## src/rtl/front_seq_pkg.sv

```systemverilog
// Shared types and phase constants for the front (sprite) layer fetch sequencer.
package front_seq_pkg;

    typedef enum logic [1:0] {
        IDLE  = 2'd0,
        FETCH = 2'd1,
        DONE  = 2'd2
    } seq_state_e;

    localparam int unsigned PH_W   = 3;
    localparam int unsigned SLOT_W = 6;

    localparam logic [PH_W-1:0] PH_VLK  = 3'd2;
    localparam logic [PH_W-1:0] PH_FCK  = 3'd3;
    localparam logic [PH_W-1:0] PH_LC   = 3'd4;
    localparam logic [PH_W-1:0] PH_CPU0 = 3'd5;
    localparam logic [PH_W-1:0] PH_CPU1 = 3'd6;
    localparam logic [PH_W-1:0] PH_LD   = 3'd7;

endpackage

```

## src/rtl/front_seq_phase_ctr.sv

```systemverilog
// Phase (pixel within slot) and slot counters with pix_cen enable, sync clear and
// terminal count at the last phase of the last slot.
module front_seq_phase_ctr
    import front_seq_pkg::*;
#(
    parameter int unsigned NUM_SLOTS = 64,
    parameter int unsigned PHASES    = 8
) (
    input  logic              clk_i,
    input  logic              rst_i,
    input  logic              en_i,
    input  logic              clr_i,
    output logic [PH_W-1:0]   ph_next_o,
    output logic [SLOT_W-1:0] slot_o,
    output logic              tc_o
);

    localparam logic [PH_W-1:0]   PhLast   = PH_W'(PHASES - 1);
    localparam logic [SLOT_W-1:0] SlotLast = SLOT_W'(NUM_SLOTS - 1);

    logic [PH_W-1:0]   ph_q, ph_d;
    logic [SLOT_W-1:0] slot_q, slot_d;

    always_comb begin
        ph_d   = ph_q;
        slot_d = slot_q;
        if (clr_i) begin
            ph_d   = '0;
            slot_d = '0;
        end else if (en_i) begin
            if (ph_q == PhLast) begin
                ph_d   = '0;
                slot_d = slot_q + 1'b1;
            end else begin
                ph_d = ph_q + 1'b1;
            end
        end
    end

    always_ff @(posedge clk_i or posedge rst_i) begin
        if (rst_i) begin
            ph_q   <= '0;
            slot_q <= '0;
        end else begin
            ph_q   <= ph_d;
            slot_q <= slot_d;
        end
    end

    assign ph_next_o = ph_d;
    assign slot_o    = slot_q;
    assign tc_o      = (ph_q == PhLast) && (slot_q == SlotLast);

endmodule

```

## src/rtl/front_sprite_fetch_sequencer.sv

```systemverilog
// Per-scanline sprite attribute fetch sequencer with front SRAM address arbitration.
// Define FRONT_SEQ_CPU_SLOT_EN to grant CPU accesses in phases 5-6 of each fetch slot.
module front_sprite_fetch_sequencer
    import front_seq_pkg::*;
#(
    parameter int unsigned NUM_SLOTS = 64,
    parameter int unsigned PHASES    = 8
) (
    input  logic       clk,
    input  logic       VIDEO_RST,
    input  logic       pix_cen,
    input  logic       line_start,
    input  logic       cpu_req,
    output logic       cpu_ack,
    output logic       V_C,
    output logic [4:0] FH,
    output logic       H3,
    output logic       VCKn,
    output logic       VLK,
    output logic       FCK,
    output logic       LC,
    output logic       LD,
    output logic       busy,
    output logic       done
);

    seq_state_e        state_q, state_d;
    logic              served_q, served_d;
    logic              cpu_ack_q, cpu_ack_d;
    logic              v_c_q, v_c_d;
    logic              vckn_q, vckn_d;
    logic              vlk_q, vlk_d;
    logic              fck_q, fck_d;
    logic              lc_q, lc_d;
    logic              ld_q, ld_d;
    logic              busy_q, busy_d;
    logic              done_q, done_d;
    logic              win_d;

    logic              en, enter, tc, grant;
    logic [PH_W-1:0]   ph_next;
    logic [SLOT_W-1:0] slot;

    assign en    = (state_q == FETCH) && pix_cen;
    assign enter = en && !line_start;

    front_seq_phase_ctr #(
        .NUM_SLOTS (NUM_SLOTS),
        .PHASES    (PHASES)
    ) u_ctr (
        .clk_i     (clk),
        .rst_i     (VIDEO_RST),
        .en_i      (en),
        .clr_i     (line_start || (en && tc)),
        .ph_next_o (ph_next),
        .slot_o    (slot),
        .tc_o      (tc)
    );

`ifdef FRONT_SEQ_CPU_SLOT_EN
    logic win_q;
    logic grant_slot;

    always_ff @(posedge clk or posedge VIDEO_RST) begin
        if (VIDEO_RST) begin
            win_q <= 1'b0;
        end else begin
            win_q <= win_d;
        end
    end
`endif

    always_comb begin
        state_d = state_q;
        unique case (state_q)
            IDLE:    if (line_start) state_d = FETCH;
            FETCH:   if (!line_start && en && tc) state_d = DONE;
            DONE:    state_d = line_start ? FETCH : IDLE;
            default: state_d = IDLE;
        endcase

        // line_start beats a simultaneous CPU request; the CPU waits for the next window
        grant = (state_q == IDLE) && !line_start && cpu_req && !served_q;
        win_d = 1'b0;
`ifdef FRONT_SEQ_CPU_SLOT_EN
        grant_slot = enter && (ph_next == PH_CPU0) && cpu_req && !served_q;
        grant      = grant || grant_slot;
        win_d      = (state_d == FETCH) && ((ph_next == PH_CPU0) || (ph_next == PH_CPU1)) &&
                     (grant_slot || win_q);
`endif
        // Served flag blocks a second ack while the requester is still dropping cpu_req
        served_d  = cpu_req && (served_q || grant);
        cpu_ack_d = grant;

        v_c_d  = (state_d == IDLE) || win_d;
        vckn_d = !((state_d == FETCH) && (ph_next < PH_VLK));
        vlk_d  = enter && (ph_next == PH_VLK);
        fck_d  = enter && (ph_next == PH_FCK);
        lc_d   = enter && (ph_next == PH_LC);
        ld_d   = !((state_d == FETCH) && (ph_next == PH_LD));
        busy_d = (state_d == FETCH);
        done_d = (state_d == DONE);
    end

    always_ff @(posedge clk or posedge VIDEO_RST) begin
        if (VIDEO_RST) begin
            state_q   <= IDLE;
            served_q  <= 1'b0;
            cpu_ack_q <= 1'b0;
            v_c_q     <= 1'b1;
            vckn_q    <= 1'b1;
            vlk_q     <= 1'b0;
            fck_q     <= 1'b0;
            lc_q      <= 1'b0;
            ld_q      <= 1'b1;
            busy_q    <= 1'b0;
            done_q    <= 1'b0;
        end else begin
            state_q   <= state_d;
            served_q  <= served_d;
            cpu_ack_q <= cpu_ack_d;
            v_c_q     <= v_c_d;
            vckn_q    <= vckn_d;
            vlk_q     <= vlk_d;
            fck_q     <= fck_d;
            lc_q      <= lc_d;
            ld_q      <= ld_d;
            busy_q    <= busy_d;
            done_q    <= done_d;
        end
    end

    assign cpu_ack = cpu_ack_q;
    assign V_C     = v_c_q;
    assign FH      = slot[5:1];
    assign H3      = slot[0];
    assign VCKn    = vckn_q;
    assign VLK     = vlk_q;
    assign FCK     = fck_q;
    assign LC      = lc_q;
    assign LD      = ld_q;
    assign busy    = busy_q;
    assign done    = done_q;

endmodule

```

## config.mk

```make
export PLATFORM = sky130hd
export DESIGN_NAME = front_sprite_fetch_sequencer
export DESIGN_NICKNAME = d
export VERILOG_FILES = /design/src/rtl/front_seq_pkg.sv /design/src/rtl/front_seq_phase_ctr.sv /design/src/rtl/front_sprite_fetch_sequencer.sv
export SDC_FILE = /design/constraint.sdc
export NUM_CORES = 1
export LEC_CHECK = 0
export BUFFER_PORTS_ARGS = -buffer_cell sky130_fd_sc_hd__clkbuf_2
export CORE_MARGIN = 5
export CORE_UTILIZATION = 50
export CTS_CLUSTER_SIZE = 28
export DETAILED_ROUTE_END_ITERATION = 12
export GPL_TIMING_DRIVEN = 0
export PLACE_DENSITY = 0.74
export SLEW_MARGIN = 5
export SYNTH_ARGS = -nofsm -noshare
export SYNTH_HDL_FRONTEND = slang
export SYNTH_SLANG_ARGS = --single-unit
```

## constraint.sdc

```tcl
create_clock -name clk -period 2.7 [get_ports clk]
set_clock_uncertainty 0.1 [all_clocks]
set_input_delay 0.54 -clock clk [delete_from_list [all_inputs] [get_ports clk]]
set_output_delay 0.54 -clock clk [all_outputs]
set_load 0.01 [all_outputs]
```

; Word level (Yosys, flattened, before mapping)
; Cells that the tools add are included.
[op_classes]
order_cmp = 1
reduce_logical = 25
mux = 10
addsub = 2
n_eq_ne = 10
[op_table]
columns = operator, n
row1 = $mux 6, 3
row2 = $logic_and 1x1->1, 14
row3 = $eq 3x3->1 const B, 3
row4 = $mux 3, 3
row5 = $add 6x1->6 const B, 1
row6 = $eq 3x2->1 const B, 2
row7 = $eq 6x6->1 const B, 1
row8 = $pmux 2 s3, 1
row9 = $eq 2x1->1 const B, 2
row10 = $eq 2x2->1 const B, 2
row11 = $logic_not 1->1, 4
row12 = $logic_not 2->1, 2
row13 = $mux 2, 2
row14 = $reduce_bool 2->1, 2
row15 = $add 3x1->3 const B, 1
row16 = $lt 3x2->1 const B, 1
row17 = $logic_or 1x1->1, 2
row18 = $reduce_and 2->1, 1
row19 = $mux 1, 1
[totals]
reg_bits = 21
inputBits = 5
out_inout_bits = 15

; Longest topological paths before layout
; Gate-level depths: netlist of the first run.
[depth]
word_depth = 9
ltp_mapped = 6
mapped_depth_nobuf = 6

; Hierarchy
; Synthesis of the first run repeated with hierarchy kept, for this count alone.
[hier_totals]
cells_unflattened = 79
hier_area_um2 = 900.9
[by_module_without_submodules]
columns = mod, cells_each, n_inst, area_each_um2
row1 = front_seq_phase_ctr, 46, 1, 450.4
row2 = front_sprite_fetch_sequencer, 33, 1, 450.4

; Least setup slack after synthesis of the first run
; OpenSTA, ideal clock, no wires.
[synth_timing]
path_type = reg-to-reg
start = reg u_ctr.slot_q[1] (netlist: u_ctr.slot_o[1])
end = reg fck_q (netlist: FCK)
n_path_buf = 0
setup_slack_ps = 966
period_less_slack_ps = 1734
path_stages_with_launch = 6
t_required_ps = 2514
arrival_time_ps = 1548
cell_sequence = dfrtp_1 > ha_1 > and3_1 > and3_4 > o41a_4 > nor3_1
[synth_between]
elab_chain_len = 7
[synth_rtl]
columns = item, line
row1 = "start, declared", front_seq_phase_ctr.sv:22  ; logic [SLOT_W-1:0] slot_q, slot_d;
row2 = "start signal, assigned", front_seq_phase_ctr.sv:46  ; slot_q <= slot_d;
row3 = $eq 6x6->1, front_seq_phase_ctr.sv:52  ; assign tc_o = (ph_q == PhLast) && (slot_q == SlotLast);
row4 = $logic_and 1x1->1, front_seq_phase_ctr.sv:52
row5 = $logic_and 1x1->1, front_sprite_fetch_sequencer.sv:54  ; .clr_i (line_start || (en && tc)),
row6 = $logic_or 1x1->1, front_sprite_fetch_sequencer.sv:54
row7 = $mux 3, front_seq_phase_ctr.sv:27  ; if (clr_i) begin
row8 = $eq 3x2->1, front_sprite_fetch_sequencer.sv:98  ; fck_d = enter && (ph_next == PH_FCK);
row9 = $logic_and 1x1->1, front_sprite_fetch_sequencer.sv:98
row10 = net fck_d, front_sprite_fetch_sequencer.sv:33  ; logic fck_q, fck_d;
row11 = "end signal, assigned", front_sprite_fetch_sequencer.sv:125  ; fck_q <= fck_d;
row12 = "end, declared", front_sprite_fetch_sequencer.sv:33
; The timed path passes the listed nets, and every way through them passes these cells.
; A chain may end at the register's enable or synchronous reset.

; Worst setup path after layout of the first run
[layout_timing]
start = reg u_ctr.ph_q[0]
end = reg u_ctr.slot_q[5] (netlist: u_ctr.slot_o[5])
[layout_between]
elab_chain_len = 6
[layout_rtl]
columns = item, line
row1 = "start, declared", front_seq_phase_ctr.sv:21  ; logic [PH_W-1:0] ph_q, ph_d;
row2 = "start signal, assigned", front_seq_phase_ctr.sv:45  ; ph_q <= ph_d;
row3 = $eq 3x3->1 *, "front_seq_phase_ctr.sv:31, front_seq_phase_ctr.sv:52"
row4 = $logic_and 1x1->1, front_seq_phase_ctr.sv:52
row5 = $logic_and 1x1->1, front_sprite_fetch_sequencer.sv:54
row6 = $logic_or 1x1->1, front_sprite_fetch_sequencer.sv:54
row7 = $reduce_bool 2->1 (no line), n/a
row8 = $reduce_and 2->1 (no line), n/a
; Mark *: on every way between the ends. The rest lies on a longest branch, timed or not.

==> flow_metrics.tcl, run 1 <==
set metrics [dict create \
    run_status "finished, final reports clean" \
    grt_pass1_vias 679 \
    start_util 0.509 \
    crit_chain "ha_1 > ha_1 > nand4b_2 > or4_1 > o21ai_1" \
    insertion_delay_ns 0.29 \
    fp.dieH_um 54.0 \
    ys_types 31 \
    reg2reg_slack_ns 0.88 \
    io_pins 20 \
    drive_above_1_share 0.299 \
    vias_per_cell 5.13 \
    maxSlewHeadroom 0.507 \
    cp_slowest_cell "or4_1" \
    slowest_delay_ns 0.51 \
    most-common-layout-cells "dfrtp_1, clkbuf_2, nand2_1" \
    cp-end-kind "flip-flop" \
    ir_worst_vdd_v 0.000269 \
    worstReg2RegStart "u_ctr.ph_q[0]" \
    syn-num-nets 93 \
    synth-async-reset-ratio 1.00 \
    cp_common_cell "ha_1" \
    wirelength_mm 1.66 \
    syn2layout_area_growth_pct 15.5 \
    final.setup.tns_ns 0 \
    worst_pin_slew_ns 0.739 \
    post-cts-setup-buffers 0 \
    min_period_over_period 0.673 \
    cell_internal_pwr_uw 390 \
    cts_root_buffer "clkbuf_4" \
    hold_path.class "in2async" \
    final_cell_area_mm2 0.00112 \
    cp.arrival_ns 1.94 \
    grt_overflow 0 \
    antenna_found_initial 0 \
    ctsLongestPathBuffers 2 \
    seqPwrFrac 0.640 \
    crit_buf_inv 0 \
    cts_resized 0 \
    grt_pass1_wl_mm 2.79 \
    placed_cell_area_mm2 0.00109 \
    drc 0 \
    power_uw 504 \
    num_antenna_cells 0 \
    synth_edf_count 0 \
    cellLeakagePower_uw 0.000559 \
    syn_area_um2 967 \
    rsz0062_at_grt "false" \
    fp-row-count 16 \
    cp_top_family "simple AND/OR/NAND/NOR gates" \
    cts_tree "built" \
    clkPwrFrac 0.286 \
    htreeDepth 1 \
    via_count 688 \
    max_freq_mhz 551 \
    yosysSeqAreaShare 0.547 \
    cp_max_fo 8 \
    power.density_mw_per_mm2 451 \
    cts_sinks 21 \
    io_buffers 18 \
    setup-violations-final 0 \
    fp.dieW_um 54.0 \
    startpoint_type "flip-flop" \
    crit_required_ns 2.82 \
    wl_per_cell_um 12.4 \
    nets 116 \
    core_mm2 0.00190 \
    use_met2 0.228 \
    worstSetupPathType "reg2reg" \
    reg2reg_depth 5 \
    synth_warnings 0 \
    grt.busiest_layer "met2" \
    postRouteAntennaNets 0 \
    switching_share 0.226 \
    post-route-min-period_ns 1.82 \
    p_switching_uw 114 \
    clk_pin_slew_ns 0.11 \
    dieArea_mm2 0.00291 \
    hold_buffers 0 \
    final_util 0.588 \
    first_pass_iters 3 \
    hold_ws_ns 0.239 \
    grt_use_met3 0.0305 \
    timing.rr.end "u_ctr.slot_o[5]" \
    avgSynthCellArea_um2 11.4 \
    drv_slew 0 \
    hold_violations 0 \
    gp_congestion 0.797 \
    hpwl_mm 1.25 \
    synth-seq-cells 21 \
    grt_use_total 0.133 \
    use_met1 0.155 \
    synth_ff_type "dfrtp_1" \
    drt_iter0_drc 3 \
    syn-instance-count 85 \
    comb_power_share 0.074 \
    cts_buffers 3 \
    grt_max_degree 22 \
    maxCapViolCount 0 \
]
==> sequential cells by signal (all words and copies together), names as in the netlist <==
name,flops
FCK,1
u_ctr.ph_q,3
VLK,1
cpu_ack,1
LC,1
served_q,1
state_q,2
busy,1
u_ctr.slot_o,6
done,1
VCKn,1
V_C,1
LD,1
==> kinds of logic (layout without fill, tap and decap cells) <==
group	Yosys count	after routing	synth area share
AND/OR/NAND/NOR	39	39	0.251
flip-flops	21	21	0.547
multiplexers	1	1	0.0103
XOR/XNOR	2	2	0.0181
adder cells (fa/ha/maj)	3	3	0.0388
AO/OA/AOI/OAI	13	13	0.110
buffers and inverters	6	28	0.0246
==> worst max-delay path by stage <==
stage               cells past startpoint  slack [ns]             from               to
finish                                  5        0.88    u_ctr.ph_q[0]  u_ctr.slot_o[5]
floorplan                               5        0.97  u_ctr.slot_o[1]              FCK
detailed placement                      5        0.90    u_ctr.ph_q[0]              FCK
global route                            5        0.74    u_ctr.ph_q[0]  u_ctr.slot_o[3]
CTS                                     5        0.87    u_ctr.ph_q[0]  u_ctr.slot_o[3]
global placement                        6        0.93  u_ctr.slot_o[0]               LC
==> power by group through the flow <==
stage	logic (µW)	registers (µW)	clock network (µW)
finish	37.3	322	144
global route	41.8	323	164
CTS	38.4	322	149
detailed placement	38.1	328	0
global placement	37.4	328	0
floorplan	26.2	329	0
==> synthesized netlist by cell type (all sizes together), types with 2 or more instances <==
library cell	instances	area [µm²]
o21ai	4	20.0
nand3b	5	50.1
a21oi	6	30.0
dfrtp	18	450
nand2	7	26.3
nand2b	2	12.5
and3	2	17.5
dfstp	3	78.8
inv	4	15.0
or4	2	15.0
xor2	2	17.5
nand3	4	20.0
nor2	6	22.5
nor3	5	25.0
ha	3	37.5
==> per-layer routing <==
metal	wire [µm]	share of wire
met2	780	0.47
met3	106	0.064
met1	757	0.46
met5	0	0
met4	17	0.010
==> metrics by stage <==
step | std cells | worst slack [ns]
floorplan | 85 | 0.966
global placement | 130 | 0.925
detailed placement | 130 | 0.899
CTS | 134 | 0.865
global route | 134 | 0.739
finish | 134 | 0.884
==> final cells by class <==
type                            count  area [µm²]
Sequential cell                    21         529
Timing Repair Buffer               18        90.1
Multi-Input combinational cell     58         414
Tap cell                           27        33.8
Buffer                              2        8.76
Fill cell                         175         785
Clock buffer                        4        26.3
Inverter                            4        15.0
Power figures use the tool's default switching activity.
==> run 2, diff against run 1 <==
--- a/config.mk
+++ b/config.mk
@@ -5,13 +5,14 @@
 export SDC_FILE = /design/constraint.sdc
 export NUM_CORES = 1
 export LEC_CHECK = 0
+export ABC_AREA = 1
 export BUFFER_PORTS_ARGS = -buffer_cell sky130_fd_sc_hd__clkbuf_2
 export CORE_MARGIN = 5
-export CORE_UTILIZATION = 50
+export CORE_UTILIZATION = 47
 export CTS_CLUSTER_SIZE = 28
 export DETAILED_ROUTE_END_ITERATION = 12
 export GPL_TIMING_DRIVEN = 0
-export PLACE_DENSITY = 0.74
+export PLACE_DENSITY = 0.72
 export SLEW_MARGIN = 5
 export SYNTH_ARGS = -nofsm -noshare
 export SYNTH_HDL_FRONTEND = slang
==> constraint.sdc (replaced) <==
create_clock -name clk -period 1.57 [get_ports clk]
set_clock_uncertainty 0.1 [all_clocks]
set_input_delay 0.314 -clock clk [delete_from_list [all_inputs] [get_ports clk]]
set_output_delay 0.314 -clock clk [all_outputs]
set_load 0.01 [all_outputs]
==> run 2 against run 1 <==
- count of clock-buffer cells in the layout is 1 lower
- largest power group unchanged
- sequential share of layout area is 5.7 points lower
- combinational power grew to 4.6 times the previous value
- non-clock buffer count is 5 higher
- highest routed layer unchanged
- critical endpoint is now VLK
- synthesized cell count is 34% higher
- via count is 22% higher
- largest cell class unchanged
- cell count is 27% higher
- wire length is 19% higher
- final area is 14% higher
==> flow_metrics.tcl, run 2 <==
set metrics [dict create \
    run_status "finished, final reports clean" \
    synth_edf_count 0 \
    maxCapViolCount 0 \
    power_uw 1020 \
    synth-seq-cells 21 \
    gp_congestion 0.849 \
    synth_top_area_frac 0.446 \
    dieArea_mm2 0.00318 \
    cp-end-kind "flip-flop" \
    grt_use_total 0.137 \
    nets 152 \
    cp_top_family "simple AND/OR/NAND/NOR gates" \
    fp-row-count 16 \
    final-instance-count-excl-fill 170 \
    yosysSeqAreaShare 0.524 \
    worst_pin_slew_ns 0.769 \
    antenna_found_initial 0 \
    crit_required_ns 1.68 \
    most-common-layout-cells "nand2_1, clkbuf_2, dfrtp_1" \
    synth.most_common_cell "nand2_1" \
    power.density_mw_per_mm2 802 \
    top_layer "met4" \
    slowest_delay_ns 0.41 \
    core_mm2 0.00200 \
    startpoint_type "flip-flop" \
    syn-instance-count 114 \
    first_pass_iters 4 \
    synthTopCellsByArea "dfrtp_1, nand2_1, dfstp_2, inv_1, nand3_1" \
    min_period_over_period 0.987 \
    crit_chain "ha_2 > ha_4 > nand4_1 > nand2_2 > nand3_4 > nand2_4 > nor2_2" \
    hold_violations 0 \
    met2_length_um 972 \
    insertion_delay_ns 0.30 \
    multi_input_area_um2 478 \
    avgSynthCellArea_um2 8.86 \
    syn2layout_area_growth_pct 25.7 \
    final_common_cell "nand2_1" \
    cts_buffers 3 \
    fp.dieW_um 56.4 \
    wirelength_mm 1.98 \
    crit_buf_inv 0 \
    postRouteAntennaNets 0 \
    setup-violations-final 0 \
    cts_root_buffer "clkbuf_4" \
    regArea_um2 529 \
    wl_met3_um 109 \
    grt_max_degree 22 \
    syn_area_mm2 0.00101 \
    ctsLongestPathBuffers 2 \
    synth_ff_type "dfrtp_1" \
    syn-num-nets 122 \
    hold_path.class "in2async" \
    synth_top_area_cell "dfrtp_1" \
    cts_tree "built" \
    final.setup.tns_ns 0 \
    num_antenna_cells 0 \
    io_buffers 19 \
    fp.dieH_um 56.4 \
    hold_ws_ns 0.0148 \
    drt-met1-wl_um 865 \
    ir_worst_vdd_v 0.000474 \
    rsz0062_at_grt "true" \
    drv_slew 0 \
    cts_sinks 21 \
    via_count 837 \
    drt_iter0_drc 25 \
    post-route-min-period_ns 1.55 \
    drc 0 \
    ys_types 21 \
    vias_per_cell 4.92 \
    maxSlewHeadroom 0.487 \
    cellLeakagePower_uw 0.000675 \
    synth_warnings 0 \
    max_freq_mhz 645 \
    grt_overflow 0 \
    hold_buffers 0 \
    worstSetupPathType "reg2reg" \
    drive_above_1_share 0.364 \
    cp_max_fo 4 \
    start_util 0.504 \
    wl_per_cell_um 11.6 \
    dpl.cell_count 160 \
    ys_top_cells_by_count "nand2_1, dfrtp_1, inv_1, nor2_1, nand3_1" \
    cp_slowest_cell "dfrtp_1" \
    largest_reg_flops 6 \
    clk_pin_slew_ns 0.11 \
    io_pins 20 \
    synth-async-reset-ratio 1.00 \
    grt_pass1_wl_mm 3.51 \
    cp.arrival_ns 1.66 \
    grt_pass1_vias 785 \
    fill_cells 174 \
    htreeDepth 1 \
    hpwl_mm 1.50 \
]
run 2: changes by cell type in the layout (fill, tap and decap cells not counted), sizes merged, moves of 2 or more:
cell	change
and3	-2
nor3	-4
nand3	+10
o21ai	-3
nand2b	-2
nand3b	-5
a21oi	-3
buf	+5
nand4	+6
inv	+12
nand2	+24
or4	-2
nor2	+8
run 2: final timing paths:
path                                from               to  slack, ns  cells after the start
setup reg to reg           u_ctr.ph_q[1]              VLK       0.02                      7
max in group asynchronous      VIDEO_RST  u_ctr.slot_o[1]       0.88                      2
setup / recovery           u_ctr.ph_q[1]              VLK       0.02                      7
hold reg to reg                 served_q          cpu_ack       0.33                      1
hold / removal                 VIDEO_RST       state_q[0]       0.01                      2
min in group clk                 cpu_req         served_q       0.13                      3
run 2: cell families (layout without fill, tap and decap cells):
logic type,after synthesis,count (layout),synth area share
adder cells (fa/ha/maj),3,3,0.0372
XOR/XNOR,2,2,0.0174
flip-flops,21,21,0.524
buffers and inverters,16,45,0.0595
AND/OR/NAND/NOR,68,68,0.338
AO/OA/AOI/OAI,4,4,0.0235
run 2: final cells by class:
cell class / count / area share
Tap cell: 27 / 0.0266
Multi-Input combinational cell: 77 / 0.377
Sequential cell: 21 / 0.417
Timing Repair Buffer: 25 / 0.110
Inverter: 16 / 0.0473
Clock inverter: 1 / 0.00394
Clock buffer: 3 / 0.0178
run 2: stage by stage:
step	util	area, µm²	setup slack [ns]
2_1_floorplan	-	1010	0.0779
3_3_place_gp	0.569	1140	-0.107
3_5_place_dp	0.569	1140	-0.114
4_1_cts	0.599	1200	0.00140
5_1_grt	0.634	1270	-0.0600
6_report	0.634	1270	0.0203
run 2: metal layers:
metal,vias up,global-route usage
met2,20,0.225
met5,-,0
met4,0,0.0576
met3,4,0.0275
li1,425,-
met1,388,0.173
run 2: timing repair:
action,4_1_cts,5_1_grt
pin swaps,3,8
endpoints found under the setup margin,10,15
setup buffers,2,4
resized for setup,4,10
run 2: report_power, final:
part           switching, µW  internal, µW
Combinational            106          67.5
Clock                    155          95.0
Sequential              22.1           572
Total                    283           735
